$ cat config.mk
export PLATFORM = sky130hd
export DESIGN_NAME = chip8_alu_sequencer
export DESIGN_NICKNAME = d
export VERILOG_FILES = /design/src/rtl/chip8_alu_pkg.sv /design/src/rtl/chip8_alu_op_decode.sv /design/src/rtl/chip8_alu_sequencer.sv
export SDC_FILE = /design/constraint.sdc
export NUM_CORES = 1
export LEC_CHECK = 0
export BUFFER_PORTS_ARGS = -buffer_cell sky130_fd_sc_hd__buf_4
export CAP_MARGIN = 20
export CORE_MARGIN = 8
export CORE_UTILIZATION = 51
export CTS_BUF_LIST = sky130_fd_sc_hd__clkbuf_8
export CTS_CLUSTER_SIZE = 25
export DETAILED_ROUTE_END_ITERATION = 12
export PLACE_DENSITY_LB_ADDON = 0.2
export SKIP_CTS_REPAIR_TIMING = 1
export SYNTH_ARGS = -nofsm -noshare
export SYNTH_HDL_FRONTEND = slang
export SYNTH_SLANG_ARGS = --single-unit
$ cat constraint.sdc
create_clock -name clk -period 1.7 [get_ports clk]
set_input_delay 0.425 -clock clk [delete_from_list [all_inputs] [get_ports clk]]
set_output_delay 0.425 -clock clk [all_outputs]
set_load 0.01 [all_outputs]
$ cat src/rtl/chip8_alu_pkg.sv
// Shared constants for the CHIP-8 8XYN sequencer: ALU op codes, nibble codes, FSM states.
package chip8_alu_pkg;

  localparam logic [2:0] ALU_PASS_Y = 3'd0;
  localparam logic [2:0] ALU_OR     = 3'd1;
  localparam logic [2:0] ALU_AND    = 3'd2;
  localparam logic [2:0] ALU_XOR    = 3'd3;
  localparam logic [2:0] ALU_ADD    = 3'd4;
  localparam logic [2:0] ALU_SUB    = 3'd5;
  localparam logic [2:0] ALU_SHR    = 3'd6;
  localparam logic [2:0] ALU_SHL    = 3'd7;

  localparam logic [3:0] N_LD   = 4'h0;
  localparam logic [3:0] N_OR   = 4'h1;
  localparam logic [3:0] N_AND  = 4'h2;
  localparam logic [3:0] N_XOR  = 4'h3;
  localparam logic [3:0] N_ADD  = 4'h4;
  localparam logic [3:0] N_SUB  = 4'h5;
  localparam logic [3:0] N_SHR  = 4'h6;
  localparam logic [3:0] N_SUBN = 4'h7;
  localparam logic [3:0] N_SHL  = 4'hE;

  localparam logic [3:0] VF_ADDR = 4'hF;

  typedef enum logic [2:0] {
    S_IDLE,
    S_RD_X,
    S_RD_Y,
    S_EXEC,
    S_WB_X,
    S_WB_F
  } state_t;

endpackage

$ cat src/rtl/chip8_alu_op_decode.sv
// Maps the 8XYN low nibble to ALU op, operand swap, flag-write and legality.
// CHIP8_VF_RESET_QUIRK_EN: OR/AND/XOR also write VF (value 0).
module chip8_alu_op_decode
  import chip8_alu_pkg::*;
(
  input  logic [3:0] op_n,
  output logic [2:0] alu_op,
  output logic       swap,
  output logic       flag_wr,
  output logic       legal
);

  always_comb begin
    alu_op  = ALU_PASS_Y;
    swap    = 1'b0;
    flag_wr = 1'b0;
    legal   = 1'b1;
    case (op_n)
      N_LD:   alu_op = ALU_PASS_Y;
`ifdef CHIP8_VF_RESET_QUIRK_EN
      N_OR:   begin alu_op = ALU_OR;  flag_wr = 1'b1; end
      N_AND:  begin alu_op = ALU_AND; flag_wr = 1'b1; end
      N_XOR:  begin alu_op = ALU_XOR; flag_wr = 1'b1; end
`else
      N_OR:   alu_op = ALU_OR;
      N_AND:  alu_op = ALU_AND;
      N_XOR:  alu_op = ALU_XOR;
`endif
      N_ADD:  begin alu_op = ALU_ADD; flag_wr = 1'b1; end
      N_SUB:  begin alu_op = ALU_SUB; flag_wr = 1'b1; end
      N_SHR:  begin alu_op = ALU_SHR; flag_wr = 1'b1; end
      N_SUBN: begin alu_op = ALU_SUB; flag_wr = 1'b1; swap = 1'b1; end
      N_SHL:  begin alu_op = ALU_SHL; flag_wr = 1'b1; end
      default: legal = 1'b0;
    endcase
  end

endmodule

$ cat src/rtl/chip8_alu_sequencer.sv
// Sequences one CHIP-8 8XYN instruction: read Vx, Vy over a shared RF port, run ALU, write Vx then VF.
// Optional CHIP8_VF_RESET_QUIRK_EN (see chip8_alu_op_decode) clears VF after OR/AND/XOR.
module chip8_alu_sequencer
  import chip8_alu_pkg::*;
#(
  parameter int DATA_W = 8,
  parameter int REG_AW = 4
) (
  input  logic              clk,
  input  logic              reset_n,
  input  logic              start,
  input  logic [3:0]        op_n,
  input  logic [REG_AW-1:0] x_idx,
  input  logic [REG_AW-1:0] y_idx,
  output logic              busy,
  output logic              done,
  output logic              illegal,
  output logic [REG_AW-1:0] rf_addr,
  output logic              rf_re,
  input  logic [DATA_W-1:0] rf_rdata,
  output logic              rf_we,
  output logic [DATA_W-1:0] rf_wdata,
  output logic [DATA_W-1:0] alu_x,
  output logic [DATA_W-1:0] alu_y,
  output logic [2:0]        alu_op,
  input  logic [DATA_W-1:0] alu_out,
  input  logic              alu_carry
);

  state_t            state_q, state_d;
  logic [REG_AW-1:0] xi_q, xi_d, yi_q, yi_d;
  logic [2:0]        aop_q, aop_d;
  logic              swap_q, swap_d, flag_q, flag_d;
  logic [DATA_W-1:0] x_q, x_d, res_q, res_d;
  logic              c_q, c_d, ill_q, ill_d;

  logic [2:0] dec_op;
  logic       dec_swap, dec_flag, dec_legal;

  chip8_alu_op_decode u_dec (
    .op_n    (op_n),
    .alu_op  (dec_op),
    .swap    (dec_swap),
    .flag_wr (dec_flag),
    .legal   (dec_legal)
  );

  always_comb begin
    state_d  = state_q;
    xi_d     = xi_q;
    yi_d     = yi_q;
    aop_d    = aop_q;
    swap_d   = swap_q;
    flag_d   = flag_q;
    x_d      = x_q;
    res_d    = res_q;
    c_d      = c_q;
    ill_d    = 1'b0;
    busy     = (state_q != S_IDLE);
    done     = ill_q;
    illegal  = ill_q;
    rf_addr  = '0;
    rf_re    = 1'b0;
    rf_we    = 1'b0;
    rf_wdata = '0;
    alu_x    = '0;
    alu_y    = '0;
    alu_op   = '0;
    case (state_q)
      S_IDLE: begin
        // The illegal pulse cycle is a done cycle, so a start there is dropped.
        if (start && !ill_q) begin
          xi_d   = x_idx;
          yi_d   = y_idx;
          aop_d  = dec_op;
          swap_d = dec_swap;
          flag_d = dec_flag;
          if (dec_legal) state_d = S_RD_X;
          else           ill_d   = 1'b1;
        end
      end
      S_RD_X: begin
        rf_addr = xi_q;
        rf_re   = 1'b1;
        state_d = S_RD_Y;
      end
      S_RD_Y: begin
        x_d     = rf_rdata;
        rf_addr = yi_q;
        rf_re   = 1'b1;
        state_d = S_EXEC;
      end
      S_EXEC: begin
        alu_x   = swap_q ? rf_rdata : x_q;
        alu_y   = swap_q ? x_q : rf_rdata;
        alu_op  = aop_q;
        res_d   = alu_out;
        // Logic ops (op[2]==0) force the flag to 0 for the VF-reset variant.
        c_d     = alu_carry & aop_q[2];
        state_d = S_WB_X;
      end
      S_WB_X: begin
        rf_addr  = xi_q;
        rf_we    = 1'b1;
        rf_wdata = res_q;
        done     = !flag_q;
        state_d  = flag_q ? S_WB_F : S_IDLE;
      end
      S_WB_F: begin
        rf_addr  = REG_AW'(VF_ADDR);
        rf_we    = 1'b1;
        rf_wdata = {{(DATA_W-1){1'b0}}, c_q};
        done     = 1'b1;
        state_d  = S_IDLE;
      end
      default: state_d = S_IDLE;
    endcase
  end

  always_ff @(posedge clk) begin
    if (!reset_n) begin
      state_q <= S_IDLE;
      xi_q    <= '0;
      yi_q    <= '0;
      aop_q   <= '0;
      swap_q  <= 1'b0;
      flag_q  <= 1'b0;
      x_q     <= '0;
      res_q   <= '0;
      c_q     <= 1'b0;
      ill_q   <= 1'b0;
    end else begin
      state_q <= state_d;
      xi_q    <= xi_d;
      yi_q    <= yi_d;
      aop_q   <= aop_d;
      swap_q  <= swap_d;
      flag_q  <= flag_d;
      x_q     <= x_d;
      res_q   <= res_d;
      c_q     <= c_d;
      ill_q   <= ill_d;
    end
  end

endmodule
==> results.json <==
{
  "status": "finished with violations",
  "violations": "setup timing",
  "die_area_um2": 5834,
  "worstSetupStartpointType": "flip-flop",
  "layout_commonest_cell": "buf_4",
  "synthFlopType": "dfxtp_1",
  "async_flop_share": 0,
  "vias": 1688,
  "ant_nets": 0,
  "yosysTopAreaCell": "dfxtp_1",
  "min_path_type": "input port to flip-flop",
  "nets": 325,
  "start_util": 0.5196,
  "fillCellCount": 280,
  "multi_input_area_um2": 1121,
  "hold_viol_final": 0,
  "drive_gt1_frac": 0.3767,
  "syn_nets": 247,
  "synth_seq_area_share": 0.3661,
  "die_h_um": 76.38,
  "synthTopCellsByArea": "dfxtp_1 (37%), mux2i_1 (18%), nand2_1 (8.5%)",
  "synth_top_area_frac": 0.3661,
  "rsz0062_at_grt": "yes",
  "firstDrtPassIters": 4,
  "reg2reg_depth": 7,
  "die_w_um": 76.38,
  "post-route-min-period_ps": 1797,
  "num_antenna_cells": 0,
  "ir_drop_uv": 688.4,
  "ctsRootBufferMaster": "clkbuf_8",
  "min_to": "state_q[0]$_SDFFE_PN0P_",
  "regToRegSetupSlack_ps": 160,
  "final_cell_mix": "buf_4 (73), nand2_1 (42), mux2i_1 (34)",
  "hold_path_depth": 2,
  "cp_data_arrival_time_ps": 1370,
  "cts.sinks": 34,
  "dp_slack_ps": 83.81,
  "yosys_warnings": 0,
  "setup_viol_count_final": 15,
  "grt_pass1_wl_mm": 7.383,
  "cp_max_fo": 7,
  "critPathKind": "flip-flop to output pin",
  "area_delta_synth_final_pct": 43.67,
  "hp-start": "op_n[3]",
  "power_leakage_nw": 1.157,
  "postLayoutSetupSlackWorst_ps": -96.82,
  "port_buffers": 67,
  "ys_seq_elements": 34,
  "cp.required_ps": 1270,
  "place_congestion": 0.7719,
  "synth_edf_count": 0,
  "wl_per_cell_um": 12.98,
  "syn_inst": 215,
  "yosysUniqueCellTypes": 38,
  "postLayoutCellArea_um2": 2671,
  "clock.fmax_ghz": 0.5565,
  "drtIter0Drc": 58,
  "io_pins": 68,
  "syn_area_per_cell_um2": 8.648,
  "seqCellArea_um2": 688.2,
  "worstMarginPinSlew_ps": 347.0,
  "r2r-end": "yi_q[2]$_SDFFE_PN0P_",
  "cp-end-kind": "output pin",
  "h-tree-depth": 2,
  "syn_area_um2": 1859,
  "clock_latency_ps": 280,
  "rows": 22,
  "viasPerCell": 4.965,
  "finalWirelength_mm": 4.414,
  "maxCapViolCount": 0,
  "p_per_area_nw_per_um2": 788.1,
  "dpl-instance-area_um2": 2461,
  "grt_usage": 0.1480,
  "slew_viol_final": 0,
  "r2r_start": "state_q[1]$_SDFFE_PN0P_",
  "grt_max_degree": 33,
  "max-slew-margin-rel": 0.7682,
  "tritoncts": "built",
  "dpl.hpwl_mm": 3.301,
  "clkTransAtPathRegs_ps": 60,
  "globalRouteOverflowTotal": 0,
  "route.detailed.drc": 0,
  "skew_ps": 2.743,
  "grt_pass1_vias": 1577,
  "antenna_found_initial": 0,
  "clockBufferDepth": 2,
  "core_area_um2": 3578,
  "fin_crit_sh": 1.057,
  "cts_buffers": 5
}
[metrics by stage]
| stage | power [mW] | setup TNS, ps | util | hold slack (ps) | instances |
|---|---|---|---|---|---|
| after floorplan | 1.269 | 0 | - | 430.1 | 215 |
| after global placement | 1.469 | 0 | 0.6878 | 443.1 | 328 |
| after detailed placement | 1.480 | 0 | 0.6878 | 451.4 | 328 |
| after CTS | 2.059 | -5313 | 0.7108 | 357.7 | 334 |
| after global routing | 2.229 | -2941 | 0.7465 | 371.0 | 340 |
| final | 2.105 | -1036 | 0.7465 | 370.1 | 340 |
[synth_stat cells (2+ instances only)]
cell type	number
o21bai_1	2
nand2_1	42
a21o_1	4
dfxtp_1	34
buf_2	4
and2_1	11
nand2b_1	4
mux2i_1	34
o21ai_0	5
nor2b_1	12
a21boi_0	9
buf_4	4
nor2_1	17
clkbuf_1	6
a21oi_1	4
[final cells by class]
type / instances / area share
clock buffers: 6 / 0.03091
inverters: 2 / 0.002810
multi-input cells: 164 / 0.4197
flip-flops and latches: 34 / 0.2576
well taps: 48 / 0.02248
repair buffers: 86 / 0.2665
[cell families (layout without fill, tap and decap cells)]
logic type / count (synthesis) / in the layout / synth area share
buffers and inverters: 17 / 94 / 0.04912
muxes: 34 / 34 / 0.1830
xor gates and xnor gates: 1 / 1 / 0.004711
DFF: 34 / 34 / 0.3661
AOI/OAI and AO/OA: 32 / 32 / 0.1245
and+or+nand+nor: 97 / 97 / 0.2725
[power breakdown]
group	internal (mW)	total (mW)	leakage, nW	switching [mW]
sequential	0.868	0.913	0.278	0.0446
clock	0.312	0.569	0.0431	0.258
combinational	0.339	0.623	0.835	0.285
[critical path, stage by stage, from the launching register on]
cell and delay, ps:
dfxtp_4 350, buf_6 130, nor3b_4 220, buf_6 160
and2_4 140, buf_6 90
[worst max-delay path by stage]
stage                            startpoint          end  slack (ps)  cells past startpoint
CTS                 state_q[1]$_SDFFE_PN0P_     alu_y[2]        -230                      4
detailed placement  state_q[1]$_SDFFE_PN0P_     alu_y[2]          80                      4
global route        state_q[1]$_SDFFE_PN0P_  rf_wdata[5]        -140                      5
global placement    state_q[1]$_SDFFE_PN0P_     alu_x[1]         130                      4
floorplan           state_q[0]$_SDFFE_PN0P_     alu_x[0]         120                      4
finish              state_q[1]$_SDFFE_PN0P_  rf_wdata[5]        -100                      5
[sequential cells by signal (all words and copies together) (netlist names)]
register  count
aop_q         3
c_q           1
flag_q        1
illegal       1
res_q         8
state_q       3
swap_q        1
x_q           8
xi_q          4
yi_q          4
[metal layers]
metal  part of all wire  vias up  track usage
li1                   -      879            -
met1               0.44      756       0.1662
met2               0.48       46       0.2494
met3              0.060        7      0.05778
met4              0.014        0      0.04808
met5                  0        -            0
No activity file was read; power rests on OpenSTA's default activity.
